$ cat src/rtl/spi_frame_receiver_pkg.sv
// +--------------------------------------------------------------------------+
// | spi_frame_receiver_pkg: frame geometry, DAC command bytes, FSM encoding  |
// | Rev 1.0                                                                  |
// +--------------------------------------------------------------------------+
`default_nettype none

package spi_frame_receiver_pkg;

    localparam int         c_CMD_WIDTH     = 8;
    localparam int         c_DATA_WIDTH    = 16;
    localparam int         c_BIT_CNT_WIDTH = 5;
    // Shared with the DAC transmit side; both ends must agree on these bytes.
    localparam logic [7:0] c_CMD_CHANNEL_A = 8'b0011_0001;
    localparam logic [7:0] c_CMD_CHANNEL_B = 8'b0011_0010;

    typedef enum logic [1:0] {
        ST_WAIT_IDLE = 2'd0,
        ST_IDLE      = 2'd1,
        ST_SHIFT     = 2'd2,
        ST_DECODE    = 2'd3
    } rx_state_t;

    function automatic int frame_len(input int data_width);
        return c_CMD_WIDTH + data_width;
    endfunction

endpackage

`default_nettype wire

$ cat src/rtl/spi_frame_receiver_if.sv
// +--------------------------------------------------------------------------+
// | spi_frame_receiver_if: SPI pins in, decoded samples and strobes out      |
// | Rev 1.0                                                                  |
// +--------------------------------------------------------------------------+
`default_nettype none

interface spi_frame_receiver_if
    import spi_frame_receiver_pkg::*;
#(
    parameter int DATA_WIDTH = c_DATA_WIDTH
) ();

    logic                  i_SPI_CS;
    logic                  i_SPI_Clock;
    logic                  i_SPI_Data;
    logic [DATA_WIDTH-1:0] o_Sample_A;
    logic [DATA_WIDTH-1:0] o_Sample_B;
    logic                  o_Valid_A;
    logic                  o_Valid_B;
    logic                  o_Pair_Valid;
    logic                  o_Frame_Error;
    logic [7:0]            o_Error_Count;

    modport master (
        output i_SPI_CS, i_SPI_Clock, i_SPI_Data,
        input  o_Sample_A, o_Sample_B, o_Valid_A, o_Valid_B,
               o_Pair_Valid, o_Frame_Error, o_Error_Count
    );

    modport slave (
        input  i_SPI_CS, i_SPI_Clock, i_SPI_Data,
        output o_Sample_A, o_Sample_B, o_Valid_A, o_Valid_B,
               o_Pair_Valid, o_Frame_Error, o_Error_Count
    );

endinterface

`default_nettype wire

$ cat src/rtl/spi_frame_receiver_sync.sv
// +--------------------------------------------------------------------------+
// | spi_input_sync: 2-FF synchronisers for CS/SCK/MOSI, edge detect CS/SCK   |
// | Rev 1.0                                                                  |
// +--------------------------------------------------------------------------+
`default_nettype none

module spi_input_sync (
    input  wire logic i_Clock,
    input  wire logic i_Reset,
    input  wire logic i_SPI_CS,
    input  wire logic i_SPI_Clock,
    input  wire logic i_SPI_Data,
    output logic      o_CS_Level,
    output logic      o_CS_Rise,
    output logic      o_CS_Fall,
    output logic      o_SCK_Rise,
    output logic      o_MOSI
);

    // Bit order in every stage: {MOSI, SCK, CS}
    logic [2:0] r_meta;
    logic [2:0] r_sync;
    logic [1:0] r_hist;

    always_ff @(posedge i_Clock) begin
        if (i_Reset) begin
            r_meta <= 3'b000;
            r_sync <= 3'b000;
            r_hist <= 2'b00;
        end else begin
            r_meta <= {i_SPI_Data, i_SPI_Clock, i_SPI_CS};
            r_sync <= r_meta;
            r_hist <= r_sync[1:0];
        end
    end

    assign o_CS_Level = r_sync[0];
    assign o_CS_Rise  =  r_sync[0] & ~r_hist[0];
    assign o_CS_Fall  = ~r_sync[0] &  r_hist[0];
    assign o_SCK_Rise =  r_sync[1] & ~r_hist[1];
    assign o_MOSI     = r_sync[2];

endmodule

`default_nettype wire

$ cat src/rtl/spi_frame_receiver.sv
// +--------------------------------------------------------------------------+
// | spi_frame_receiver: oversampled SPI slave decoding 24-bit DAC frames     |
// | Rev 1.0                                                                  |
// +--------------------------------------------------------------------------+
`default_nettype none

module spi_frame_receiver
    import spi_frame_receiver_pkg::*;
#(
    parameter logic [7:0] CMD_CHANNEL_A = c_CMD_CHANNEL_A,
    parameter logic [7:0] CMD_CHANNEL_B = c_CMD_CHANNEL_B,
    parameter int         DATA_WIDTH    = c_DATA_WIDTH
) (
    input  wire logic            i_Clock,
    input  wire logic            i_Reset,
    spi_frame_receiver_if.slave  bus
);

    localparam int                         c_FRAME_LEN = frame_len(DATA_WIDTH);
    localparam logic [c_BIT_CNT_WIDTH-1:0] c_FRAME_CNT = c_BIT_CNT_WIDTH'(c_FRAME_LEN);

    logic w_cs_level;
    logic w_cs_rise;
    logic w_cs_fall;
    logic w_sck_rise;
    logic w_mosi;

    spi_input_sync u_sync (
        .i_Clock     (i_Clock),
        .i_Reset     (i_Reset),
        .i_SPI_CS    (bus.i_SPI_CS),
        .i_SPI_Clock (bus.i_SPI_Clock),
        .i_SPI_Data  (bus.i_SPI_Data),
        .o_CS_Level  (w_cs_level),
        .o_CS_Rise   (w_cs_rise),
        .o_CS_Fall   (w_cs_fall),
        .o_SCK_Rise  (w_sck_rise),
        .o_MOSI      (w_mosi)
    );

    rx_state_t                   r_state;
    rx_state_t                   w_next_state;
    logic [c_FRAME_LEN-1:0]      r_shift;
    logic [c_BIT_CNT_WIDTH-1:0]  r_bit_cnt;
    logic                        r_pair_pending;

    logic [DATA_WIDTH-1:0]       r_sample_a;
    logic [DATA_WIDTH-1:0]       r_sample_b;
    logic                        r_valid_a;
    logic                        r_valid_b;
    logic                        r_pair_valid;
    logic                        r_frame_error;
    logic [7:0]                  r_error_count;

    logic                        w_clear;
    logic                        w_shift_en;
    logic                        w_accept_a;
    logic                        w_accept_b;
    logic                        w_reject;
    logic [c_CMD_WIDTH-1:0]      w_cmd;
    logic [DATA_WIDTH-1:0]       w_data;

    assign w_cmd  = r_shift[c_FRAME_LEN-1 -: c_CMD_WIDTH];
    assign w_data = r_shift[DATA_WIDTH-1:0];

    always_ff @(posedge i_Clock) begin
        if (i_Reset) begin
            r_state <= ST_WAIT_IDLE;
        end else begin
            r_state <= w_next_state;
        end
    end

    always_comb begin
        w_next_state = r_state;
        w_clear      = 1'b0;
        w_shift_en   = 1'b0;
        w_accept_a   = 1'b0;
        w_accept_b   = 1'b0;
        w_reject     = 1'b0;
        case (r_state)
            // Stay deaf until CS is seen high so we never lock onto a frame mid-way.
            ST_WAIT_IDLE: begin
                if (w_cs_level) begin
                    w_next_state = ST_IDLE;
                end
            end
            ST_IDLE: begin
                if (w_cs_fall) begin
                    w_next_state = ST_SHIFT;
                    w_clear      = 1'b1;
                end
            end
            ST_SHIFT: begin
                w_shift_en = w_sck_rise;
                if (w_cs_rise) begin
                    w_next_state = ST_DECODE;
                end
            end
            ST_DECODE: begin
                w_next_state = ST_IDLE;
                if (r_bit_cnt == '0) begin
                    w_reject = 1'b0;
                end else if (r_bit_cnt != c_FRAME_CNT) begin
                    w_reject = 1'b1;
                end else if (w_cmd == CMD_CHANNEL_A) begin
                    w_accept_a = 1'b1;
                end else if (w_cmd == CMD_CHANNEL_B) begin
                    w_accept_b = 1'b1;
                end else begin
                    w_reject = 1'b1;
                end
            end
            default: begin
                w_next_state = ST_WAIT_IDLE;
            end
        endcase
    end

    always_ff @(posedge i_Clock) begin
        if (i_Reset) begin
            r_shift        <= '0;
            r_bit_cnt      <= '0;
            r_pair_pending <= 1'b0;
            r_sample_a     <= '0;
            r_sample_b     <= '0;
            r_valid_a      <= 1'b0;
            r_valid_b      <= 1'b0;
            r_pair_valid   <= 1'b0;
            r_frame_error  <= 1'b0;
            r_error_count  <= 8'h00;
        end else begin
            r_valid_a     <= 1'b0;
            r_valid_b     <= 1'b0;
            r_pair_valid  <= 1'b0;
            r_frame_error <= 1'b0;

            if (w_clear) begin
                r_shift   <= '0;
                r_bit_cnt <= '0;
            end else if (w_shift_en) begin
                r_shift <= {r_shift[c_FRAME_LEN-2:0], w_mosi};
                if (r_bit_cnt != '1) begin
                    r_bit_cnt <= r_bit_cnt + 1'b1;
                end
            end

            if (w_accept_a) begin
                r_sample_a     <= w_data;
                r_valid_a      <= 1'b1;
                r_pair_pending <= 1'b1;
            end

            if (w_accept_b) begin
                r_sample_b <= w_data;
                r_valid_b  <= 1'b1;
                if (r_pair_pending) begin
                    r_pair_valid   <= 1'b1;
                    r_pair_pending <= 1'b0;
                end
            end

            if (w_reject) begin
                r_frame_error <= 1'b1;
                if (r_error_count != 8'hFF) begin
                    r_error_count <= r_error_count + 8'h01;
                end
            end
        end
    end

    assign bus.o_Sample_A    = r_sample_a;
    assign bus.o_Sample_B    = r_sample_b;
    assign bus.o_Valid_A     = r_valid_a;
    assign bus.o_Valid_B     = r_valid_b;
    assign bus.o_Pair_Valid  = r_pair_valid;
    assign bus.o_Frame_Error = r_frame_error;
    assign bus.o_Error_Count = r_error_count;

endmodule

`default_nettype wire
$ cat src/flat_wrapper.sv
// flat-port wrapper written by rule: the top's interface ports become plain ports
module spi_frame_receiver_flat import spi_frame_receiver_pkg::*;
#(
    parameter logic [7:0] CMD_CHANNEL_A = c_CMD_CHANNEL_A,
    parameter logic [7:0] CMD_CHANNEL_B = c_CMD_CHANNEL_B,
    parameter int         DATA_WIDTH    = c_DATA_WIDTH
)
  (i_Clock, i_Reset, bus_i_SPI_CS, bus_i_SPI_Clock, bus_i_SPI_Data, bus_o_Sample_A, bus_o_Sample_B, bus_o_Valid_A, bus_o_Valid_B, bus_o_Pair_Valid, bus_o_Frame_Error, bus_o_Error_Count);
  spi_frame_receiver_if #(.DATA_WIDTH(DATA_WIDTH)) bus_i ();
  input  wire logic i_Clock;
  input  wire logic i_Reset;
  input wire logic [$bits(bus_i.i_SPI_CS)-1:0] bus_i_SPI_CS;
  input wire logic [$bits(bus_i.i_SPI_Clock)-1:0] bus_i_SPI_Clock;
  input wire logic [$bits(bus_i.i_SPI_Data)-1:0] bus_i_SPI_Data;
  output wire logic [$bits(bus_i.o_Sample_A)-1:0] bus_o_Sample_A;
  output wire logic [$bits(bus_i.o_Sample_B)-1:0] bus_o_Sample_B;
  output wire logic [$bits(bus_i.o_Valid_A)-1:0] bus_o_Valid_A;
  output wire logic [$bits(bus_i.o_Valid_B)-1:0] bus_o_Valid_B;
  output wire logic [$bits(bus_i.o_Pair_Valid)-1:0] bus_o_Pair_Valid;
  output wire logic [$bits(bus_i.o_Frame_Error)-1:0] bus_o_Frame_Error;
  output wire logic [$bits(bus_i.o_Error_Count)-1:0] bus_o_Error_Count;
  assign bus_i.i_SPI_CS = bus_i_SPI_CS;
  assign bus_i.i_SPI_Clock = bus_i_SPI_Clock;
  assign bus_i.i_SPI_Data = bus_i_SPI_Data;
  assign bus_o_Sample_A = bus_i.o_Sample_A;
  assign bus_o_Sample_B = bus_i.o_Sample_B;
  assign bus_o_Valid_A = bus_i.o_Valid_A;
  assign bus_o_Valid_B = bus_i.o_Valid_B;
  assign bus_o_Pair_Valid = bus_i.o_Pair_Valid;
  assign bus_o_Frame_Error = bus_i.o_Frame_Error;
  assign bus_o_Error_Count = bus_i.o_Error_Count;
  spi_frame_receiver #(.CMD_CHANNEL_A(CMD_CHANNEL_A), .CMD_CHANNEL_B(CMD_CHANNEL_B), .DATA_WIDTH(DATA_WIDTH)) u_core (.i_Clock(i_Clock), .i_Reset(i_Reset), .bus(bus_i));
endmodule
$ cat config.mk
export PLATFORM = sky130hd
export DESIGN_NAME = spi_frame_receiver_flat
export DESIGN_NICKNAME = d
export VERILOG_FILES = /design/src/rtl/spi_frame_receiver_pkg.sv /design/src/rtl/spi_frame_receiver_if.sv /design/src/rtl/spi_frame_receiver_sync.sv /design/src/rtl/spi_frame_receiver.sv /design/src/flat_wrapper.sv
export SDC_FILE = /design/constraint.sdc
export NUM_CORES = 1
export LEC_CHECK = 0
export CAP_MARGIN = 0
export CORE_MARGIN = 2
export CORE_UTILIZATION = 40
export CTS_CLUSTER_SIZE = 16
export DETAILED_ROUTE_END_ITERATION = 6
export PLACE_DENSITY = 0.64
export SLEW_MARGIN = 10
export SYNTH_ARGS = -nofsm -noshare
export SYNTH_HDL_FRONTEND = slang
export SYNTH_SLANG_ARGS = --single-unit
$ cat constraint.sdc
create_clock -name i_Clock -period 2.8 [get_ports i_Clock]
set_input_delay 0.84 -clock i_Clock [delete_from_list [all_inputs] [get_ports i_Clock]]
set_output_delay 0.84 -clock i_Clock [all_outputs]
set_load 0.005 [all_outputs]
==> summary.md, run 1 <==
| Metric | Value |
|---|---|
| Max cap viols | `0` |
| First-pass GRT wire length | `12.59 mm` |
| Post-synth top area share | `0.5060` |
| Synth Cell Area | `3323 sq um` |
| Final std cells w/o fill | `537` |
| Max-slew violations | `0` |
| CTS max path bufs | `2` |
| Antenna-violating nets left | `0` |
| Synth top cells by count | `dfxtp_1 (84), a21oi_1 (66), nand2_1 (53)` |
| Die height | `95.15 um` |
| H-tree depth | `3` |
| Final Hold Slack | `0.4386 ns` |
| Critical Path Source Type | `register` |
| Row cnt | `33` |
| Worst r2r src | `u_core.r_bit_cnt[0]$_SDFFE_PP0P_` |
| Slew HR | `0.4541` |
| Vias | `2840` |
| Placed insts | `521` |
| Final Setup Violations | `0` |
| Sink Count | `84` |
| R2r setup slk | `0.59 ns` |
| Vias in the first global route | `2692` |
| Ys async rst share | `0` |
| Clock root cell | `clkbuf_8` |
| I/O pin cnt | `49` |
| Post-synthesis register bit count | `84` |
| PD cells | `544.9 nW/um^2` |
| Layout area overhead | `22.21%` |
| Hold-fix buffers, CTS | `0` |
| Largest net degree at the start of global routing | `35` |
| Worst-path fanout max | `5` |
| Crit Path Category | `reg -> reg` |
| Sequential area share after synthesis | `0.5060` |
| Top-count cell post-synth | `dfxtp_1` |
| Die area | `9054 sq um` |
| Fin nets | `441` |
| CP Data Arrival Time | `2.45 ns` |
| Final period util | `0.7911` |
| Global Route Usage Sum | `0.1767` |
| CTS Buf Count | `9` |
| Routed WL | `7.415 mm` |
| HPWL Detailed | `4.907 mm` |
| 1st-pass router iterations | `4` |
| Worst-Margin Slew | `0.8079 ns` |
| Worst slack at placement | `0.6320 ns` |
| Final hold vios | `0` |
| Lkg Pwr | `0.001332 uW` |
| Post-synth top area cell | `dfxtp_1` |
| Synth Flop Type | `dfxtp_1` |
| ANT cells | `0` |
| Number of port buffers | `48` |
| WL/cell | `13.81 um` |
| Final core utilization | `0.4993` |
| Initial DRC count | `160` |
| DR vias/cell | `5.289` |
| F_max | `451.5 MHz` |
| Setup ws final | `0.5850 ns` |
| Drt drc | `0` |
| Initial Util | `0.4086` |
| CTS tree | `yes` |
| Status | `finished clean` |
| Post-Syn Instances | `388` |
| CP Data Required Time | `3.03 ns` |
| Post-cts sizing count | `0` |
| Syn nets | `402` |
| Die Wd | `95.15 um` |
| Syn Area/Cell | `8.565 sq um` |
| Cell variety after synth | `38` |
| Number of flops mapped to enable cells by yosys | `0` |
| Clock latency on the worst-skew pair | `0.36 ns` |
| YS warnings | `0` |
| Max VDD drop | `202.4 uV` |
| Initial antenna violation count | `0` |
| Leading post-synthesis cells by cell area | `dfxtp_1 (51%), a21oi_1 (9.9%), o21ai_0 (6.0%)` |
| Minimum clock period after layout | `2.215 ns` |
| Core ar. | `8134 sq um` |
| Worst Setup SP | `u_core.r_bit_cnt[0]$_SDFFE_PP0P_` |
| Post-CTS Repair Setup Buffers | `0` |
| Hold path start | `u_core.u_sync.r_sync[2]$_SDFF_PP0_` |
| Share of cells above drive strength 1 | `0.06944` |
| Hold Path Class | `reg -> reg` |
| CTS clk-pin slew, worst paths | `0.08 ns` |
| RSZ-0062 raised after global routing | `false` |
| Clk_skew | `0.01483 ns` |
| Final TNS setup | `0 ns` |
| Grt total ovfl | `0` |
| CP endpoint kind | `register` |
| GPL Wtd Cong | `0.7463` |
## power breakdown
group	switching, uW	internal (uW)
clock	456	419
sequential	14.2	1210
combinational	73.0	42.4
## kinds of logic after synthesis
logic type                 count (synthesis)  synth area share
and+or+nand+nor                          135            0.2067
AOI/OAI and AO/OA                        119            0.1924
DFF                                       84            0.5060
buffers and inverters                     37           0.04857
adders and majority gates                  9           0.03389
xor gates and xnor gates                   3          0.007908
muxes                                      1          0.004517
## registers in the layout (all words and copies together), names as in the netlist
signal and count:
u_core.bus.o_Pair_Valid 1, u_core.bus.o_Error_Count 8, u_core.r_bit_cnt 5, u_core.r_shift 24, u_core.bus.o_Valid_B 1, u_core.bus.o_Valid_A 1
u_core.u_sync.r_meta 3, u_core.u_sync.r_hist 2, u_core.bus.o_Frame_Error 1, u_core.r_pair_pending 1, u_core.u_sync.r_sync 3, u_core.bus.o_Sample_A 16
u_core.bus.o_Sample_B 16, u_core.r_state 2
## area by class of cell
type,instances,area [sq um]
fill,784,4073
sequential,84,1682
multi-input combinational,267,1480
timing repair buffer,56,535.5
tap,105,131.4
clock buffer,9,123.9
clock inverter,7,75.07
inverter,9,33.78
## placed cells by master (no fill, tap or decap), types with 2 or more instances in the layout
master	synthesis	final
nand2_1	53	53
or3_1	3	3
o41ai_1	2	2
or4_1	3	3
nand4_1	6	6
clkbuf_8	0	9
dfxtp_1	84	84
clkinv_2	0	2
nand3_1	34	34
a211oi_1	2	2
a21oi_1	66	66
inv_6	0	2
o21ai_0	40	39
inv_1	9	9
nor2_1	9	9
clkdlybuf4s50_1	0	47
o31ai_1	3	3
buf_4	1	8
o211ai_1	3	3
and4_1	2	2
ha_1	9	9
and2_1	2	2
nor2b_1	10	10
xor2_1	2	2
nand2b_1	4	4
clkinv_4	0	2
## layer usage
layer / vias up / share of wire / global-route usage
met2: 67 / 0.47 / 0.2881
met4: 0 / 0.019 / 0.08092
met3: 13 / 0.045 / 0.02530
met1: 1322 / 0.47 / 0.2316
met5: - / 0 / 0
li1: 1438 / - / -
## final timing paths
check                                                         to  cells after the start
worst max-delay path            u_core.r_bit_cnt[3]$_SDFFE_PP0P_                      7
worst max register to register  u_core.r_bit_cnt[3]$_SDFFE_PP0P_                      7
worst min-delay path              u_core.r_shift[0]$_SDFFE_PP0P_                      2
worst min register to register    u_core.r_shift[0]$_SDFFE_PP0P_                      2
## per-stage QoR
| step | power [uW] | cell area [sq um] |
|---|---|---|
| final | 2213 | 4061 |
| after global routing | 2288 | 4061 |
| after CTS | 2227 | 4061 |
| after detailed placement | 1368 | 3862 |
| after global placement | 1362 | 3862 |
| after floorplan | 1334 | 3323 |
## critical path, stage by stage (launching register included)
cell and delay, ns:
dfxtp_1 0.36, ha_1 0.23, and3_1 0.19, ha_1 0.20, nor4bb_1 0.71, nand4_1 0.20
xor2_1 0.16, nor2_1 0.05
No activity file was read; power rests on OpenSTA's default activity.
==> run 2: changes to the inputs <==
==> constraint.sdc (replaced) <==
create_clock -name i_Clock -period 2.32 [get_ports i_Clock]
set_input_delay 0.696 -clock i_Clock [delete_from_list [all_inputs] [get_ports i_Clock]]
set_output_delay 0.696 -clock i_Clock [all_outputs]
set_load 0.005 [all_outputs]
==> summary.md, run 2 (synthesized netlist as in run 1, its figures left out) <==
| Metric | Value |
|---|---|
| Status | `finished clean` |
| Clk_skew | `0.01117 ns` |
| FF-to-FF path depth | `6` |
| Routed WL | `7.223 mm` |
| Max-slew violations | `0` |
| H-tree depth | `3` |
| Antenna-violating nets left | `0` |
| Hold path start | `u_core.u_sync.r_sync[2]$_SDFF_PP0_` |
| Drt drc | `0` |
| Clock latency on the worst-skew pair | `0.36 ns` |
| Layout area overhead | `23.68%` |
| Fill cell count | `789` |
| R2r setup slk | `0.41 ns` |
| Initial antenna violation count | `0` |
| CTS clk-pin slew, worst paths | `0.08 ns` |
| CP Data Required Time | `1.62 ns` |
| Sink Count | `84` |
| Min-Delay Endpoint | `u_core.r_shift[0]$_SDFFE_PP0P_` |
| CP endpoint kind | `output pin` |
| Critical Path Source Type | `register` |
| CTS max path bufs | `2` |
| Final Setup Violations | `0` |
| Lkg Pwr | `0.001345 uW` |
| Max cap viols | `0` |
| Worst r2r src | `u_core.r_bit_cnt[0]$_SDFFE_PP0P_` |
| Largest net degree at the start of global routing | `48` |
| Crit path cell chain | `clkdlybuf4s50_1` |
| Final hold vios | `0` |
| Max reg flops | `24` |
| Post-CTS Repair Setup Buffers | `0` |
| Post-cts sizing count | `0` |
| WHS Path Cells | `2` |
| Die Wd | `95.15 um` |
| Row cnt | `33` |
| Core ar. | `8134 sq um` |
| Reg2reg end | `u_core.bus.o_Error_Count[7]$_SDFFE_PP0P_` |
| Global Route Usage Sum | `0.1678` |
| WL/cell | `13.45 um` |
| Number of port buffers | `48` |
| CTS Buf Count | `9` |
| Post-route cell area | `4110 sq um` |
| Largest Register | `u_core.r_shift` |
| PD cells | `681.9 nW/um^2` |
| Die area | `9054 sq um` |
| Grt total ovfl | `0` |
| Fin nets | `441` |
| Initial DRC count | `120` |
| Minimum clock period after layout | `2.026 ns` |
| GPL Wtd Cong | `0.8123` |
| Die height | `95.15 um` |
| 1st-pass router iterations | `4` |
| First-pass GRT wire length | `11.81 mm` |
| Final TNS setup | `0 ns` |
| Total Power | `2803 uW` |
| Hold Path Class | `reg -> reg` |
| Final period util | `0.8731` |
| Leading cell types in the layout, fill and taps excluded | `dfxtp_1 (84), a21oi_1 (66), nand2_1 (53)` |
| Worst path max stage delay | `0.54 ns` |
| RSZ-0062 raised after global routing | `false` |
| Max VDD drop | `264.1 uV` |
| Vias | `2790` |
| ANT cells | `0` |
| Worst path bufs/invs | `1` |
| Clock root cell | `clkbuf_8` |
| I/O pin cnt | `49` |
| Placement-stage cell area | `3875 sq um` |
| HPWL Detailed | `4.674 mm` |
| Share of cells above drive strength 1 | `0.06944` |
| Commonest non-fill, non-tap cell in the layout | `dfxtp_1` |
| CP Data Arrival Time | `1.33 ns` |
| Slowest CP cell | `clkdlybuf4s50_1` |
| Hold-fix buffers, CTS | `0` |
| Vias in the first global route | `2449` |
| Crit Path Category | `reg -> out` |
| F_max | `493.7 MHz` |
| Slew HR | `0.5903` |
| DR vias/cell | `5.196` |
| Worst-path fanout max | `7` |
| Worst-Margin Slew | `0.6146 ns` |
| Initial Util | `0.4086` |
| CTS tree | `yes` |
| Cell family contributing the most delay on the critical path | `buffers and inverters` |
==> run 2: cell count changes in the layout (fill, tap and decap cells not counted) <==
cell,change
clkbuf_8,+2
clkinv_2,-2
clkinvlp_4,+2
inv_6,-2
buf_12,+1
buf_4,-1
bufinv_16,+1
clkinv_4,-1
==> run 2: per-stage QoR <==
stage | cells | hold slack (ns) | setup slack [ns] | util
finish | 537 | 0.4385 | 0.2945 | 0.5053
global route | 537 | 0.4626 | 0.2238 | 0.5053
CTS | 537 | 0.4413 | 0.2661 | 0.5053
detailed placement | 521 | 0.4254 | 0.4362 | 0.4764
global placement | 521 | 0.4197 | 0.5049 | 0.4764
floorplan | 388 | 0.4138 | 0.3691 | -
==> run 2: power by group <==
part	leakage (uW)	total, uW	switching [uW]	internal [uW]
Clock	0.000112	1180	515	666
Sequential	0.000678	1480	17.5	1460
Combinational	0.000555	145	91.3	54.1
Total	0.00135	2800	623	2180
==> run 2: how the worst max path moves through the flow <==
stage                                                        start                                        to  slack [ns]  cells after the start
after CTS                 u_core.bus.o_Error_Count[2]$_SDFFE_PP0P_                      bus_o_Error_Count[2]        0.27                      1
after global placement            u_core.r_bit_cnt[0]$_SDFFE_PP0P_  u_core.bus.o_Error_Count[7]$_SDFFE_PP0P_        0.50                      6
after detailed placement          u_core.r_bit_cnt[0]$_SDFFE_PP0P_  u_core.bus.o_Error_Count[4]$_SDFFE_PP0P_        0.44                      6
after floorplan                   u_core.r_bit_cnt[0]$_SDFFE_PP0P_          u_core.r_bit_cnt[3]$_SDFFE_PP0P_        0.37                      7
after global routing      u_core.bus.o_Error_Count[2]$_SDFFE_PP0P_                      bus_o_Error_Count[2]        0.22                      1
final                     u_core.bus.o_Error_Count[2]$_SDFFE_PP0P_                      bus_o_Error_Count[2]        0.29                      1
==> run 2: layout make-up <==
cell class | count | area [sq um] | area share
inverters | 9 | 33.78 | 0.008219
multi-input cells | 267 | 1480 | 0.3601
flip-flops and latches | 84 | 1682 | 0.4091
well taps | 105 | 131.4 | 0.03196
clock inverters | 5 | 83.83 | 0.02040
repair buffers | 56 | 548.0 | 0.1333
clock buffers | 11 | 151.4 | 0.03683
==> run 2: routing by layer <==
metal / wire (um) / vias up / global-route usage
met2: 3320 / 54 / 0.2523
met4: 126 / 0 / 0.07246
met5: 0 / - / 0
met1: 3458 / 1284 / 0.2316
li1: - / 1442 / -
met3: 318 / 10 / 0.03636
==> RTL change (settings of run 2) <==
Reset style: asynchronous (`i_Reset`), changed in 3 clocked blocks.
--- a/src/rtl/spi_frame_receiver_sync.sv
+++ b/src/rtl/spi_frame_receiver_sync.sv
@@ -22,7 +22,7 @@
     logic [2:0] r_sync;
     logic [1:0] r_hist;
 
-    always_ff @(posedge i_Clock) begin
+    always_ff @(posedge i_Clock or posedge i_Reset) begin
         if (i_Reset) begin
             r_meta <= 3'b000;
             r_sync <= 3'b000;
--- a/src/rtl/spi_frame_receiver.sv
+++ b/src/rtl/spi_frame_receiver.sv
@@ -63,7 +63,7 @@
     assign w_cmd  = r_shift[c_FRAME_LEN-1 -: c_CMD_WIDTH];
     assign w_data = r_shift[DATA_WIDTH-1:0];
 
-    always_ff @(posedge i_Clock) begin
+    always_ff @(posedge i_Clock or posedge i_Reset) begin
         if (i_Reset) begin
             r_state <= ST_WAIT_IDLE;
         end else begin
@@ -117,7 +117,7 @@
         endcase
     end
 
-    always_ff @(posedge i_Clock) begin
+    always_ff @(posedge i_Clock or posedge i_Reset) begin
         if (i_Reset) begin
             r_shift        <= '0;
             r_bit_cnt      <= '0;
Behaviour: differs if i_Reset is asserted again (counterexample within 10 cycles, from zero or initial values and one cycle with i_Reset high); with i_Reset held inactive, the same outputs for 10 cycles.
==> RTL change against run 2 <==
Setup slack worse by 0.046 ns; final area is 6.1% higher; critical path type is now reg -> reg; non-clock buffer count is 2 higher; synthesized area is 3.3% higher; critical endpoint is now u_core.bus.o_Error_Count[1]; wire length is 14% lower; highest routed layer unchanged; hold slack worse by 0.082 ns; clock skew is 0.0050 ns lower; sequential cell count stayed put.
Power is not compared: it rests on default switching activity, and its combinational part moved more than twofold at a synthesized area within 25%.
==> RTL change: results (changes against run 2) <==
Final nets: 353 (-20%)
Syn Area/Cell: 12.3 um^2 (+43%)
vias in the first global route: 2284 (-6.7%)
Seq/Total Area, Yosys: 61.2% (+11 points)
synth unique cells: 30 (-21%)
Hold Path End: u_core.u_sync.r_sync[0]
hold slack: 0.357 ns (-0.0820 ns)
wire length on met3: 283 um (-11%)
hold-critical path depth: 0 (-2)
status: finished clean
non-filler cells, final: 448 (-17%)
Crit Reg-Reg Endpoint: u_core.bus.o_Error_Count[1]
RD Place Congestion: 0.715 (-12%)
min-delay src: u_core.u_sync.r_meta[0]
inverters: 7 (-2)
Post-synth top cells: 84 x dfrtp_1, 54 x nand2_1, 36 x mux2_2
Multi-In Gates: 179 (-33%)
multi-input combinational area share: 28.8% (-7.2 points)
Critical R2R Launch: u_core.r_shift[19]
First DRT Iteration DRCs: 110 (-8.3%)
vias per inst: 4.98 (-4.2%)
clock buffer count: 9 (-2)
die area: 9340 um^2 (+3.1%)
Post-synth ARST share: 100% (+100 points)
WL met2: 2.92 mm (-12%)
Area contributors post-synth: dfrtp_1 61%, mux2_2 12%, nand2_1 5.9%, a21oi_1 3.9%, ha_1 3.3%
Reg2Reg Depth: 4 (-2)
post-DR wirelength/cell: 13.8 um (+2.5%)
first-pass GRT wire length: 11.0 mm (-7.1%)
worst slew pin tran: 0.502 ns (-0.113 ns)
Placed Cells: 433 (-17%)
Seq. cell area: 2100 um^2 (+25%)
Filler cells: 735 (-6.8%)
layout cells sized above 1: 20.1% (+13 points)
CP arrival: 2.30 ns (+0.97 ns)
## RTL change: cell types whose count changed after synthesis, sizes merged, moves of 14 or more
cell,delta
a21oi,-39
clkbuf,-14
dfrtp,+84
dfxtp,-84
mux2,+35
nand3,-31
o21ai,-38
## RTL change: power groups by stage
stage	clock, W	sequential, W	combinational (W)
floorplan	0	0.00168	0.000335
global placement	0	0.00170	0.000527
detailed placement	0	0.00171	0.000541
CTS	0.00126	0.00168	0.000550
global route	0.00133	0.00170	0.000616
finish	0.00122	0.00168	0.000540
## RTL change: worst max path at each step
stage / slack [ns] / cells past startpoint / endpoint / startpoint
after floorplan: 0.20 / 4 / u_core.bus.o_Sample_A[10] / u_core.r_shift[19]
after global placement: 0.30 / 4 / u_core.bus.o_Error_Count[1] / u_core.r_shift[19]
after detailed placement: 0.27 / 4 / u_core.bus.o_Error_Count[1] / u_core.r_shift[19]
after CTS: 0.23 / 4 / u_core.bus.o_Error_Count[1] / u_core.r_shift[19]
after global routing: 0.11 / 6 / u_core.bus.o_Error_Count[1] / u_core.r_bit_cnt[0]
final: 0.25 / 4 / u_core.bus.o_Error_Count[1] / u_core.r_shift[19]
## RTL change: cells by family after synthesis
family / synth area share (%)
and+or+nand+nor: 14.1
DFF: 61.2
muxes: 12.1
AOI/OAI and AO/OA: 4.70
buffers and inverters: 2.30
xor gates and xnor gates: 2.30
adders and majority gates: 3.28
## RTL change: metal layers
layer | vias up | global-route usage, %
met4 | 0 | 3.68
met1 | 1104 | 19.0
met5 | - | 0
li1 | 1072 | -
met2 | 51 | 23.0
met3 | 4 | 4.77
## RTL change: worst max-delay path, cell delays in order, from the launching register on
cell	delay, ns
dfrtp_1	0.40
or4_4	0.60
nor4_4	0.49
nor3_1	0.18
mux2_2	0.30
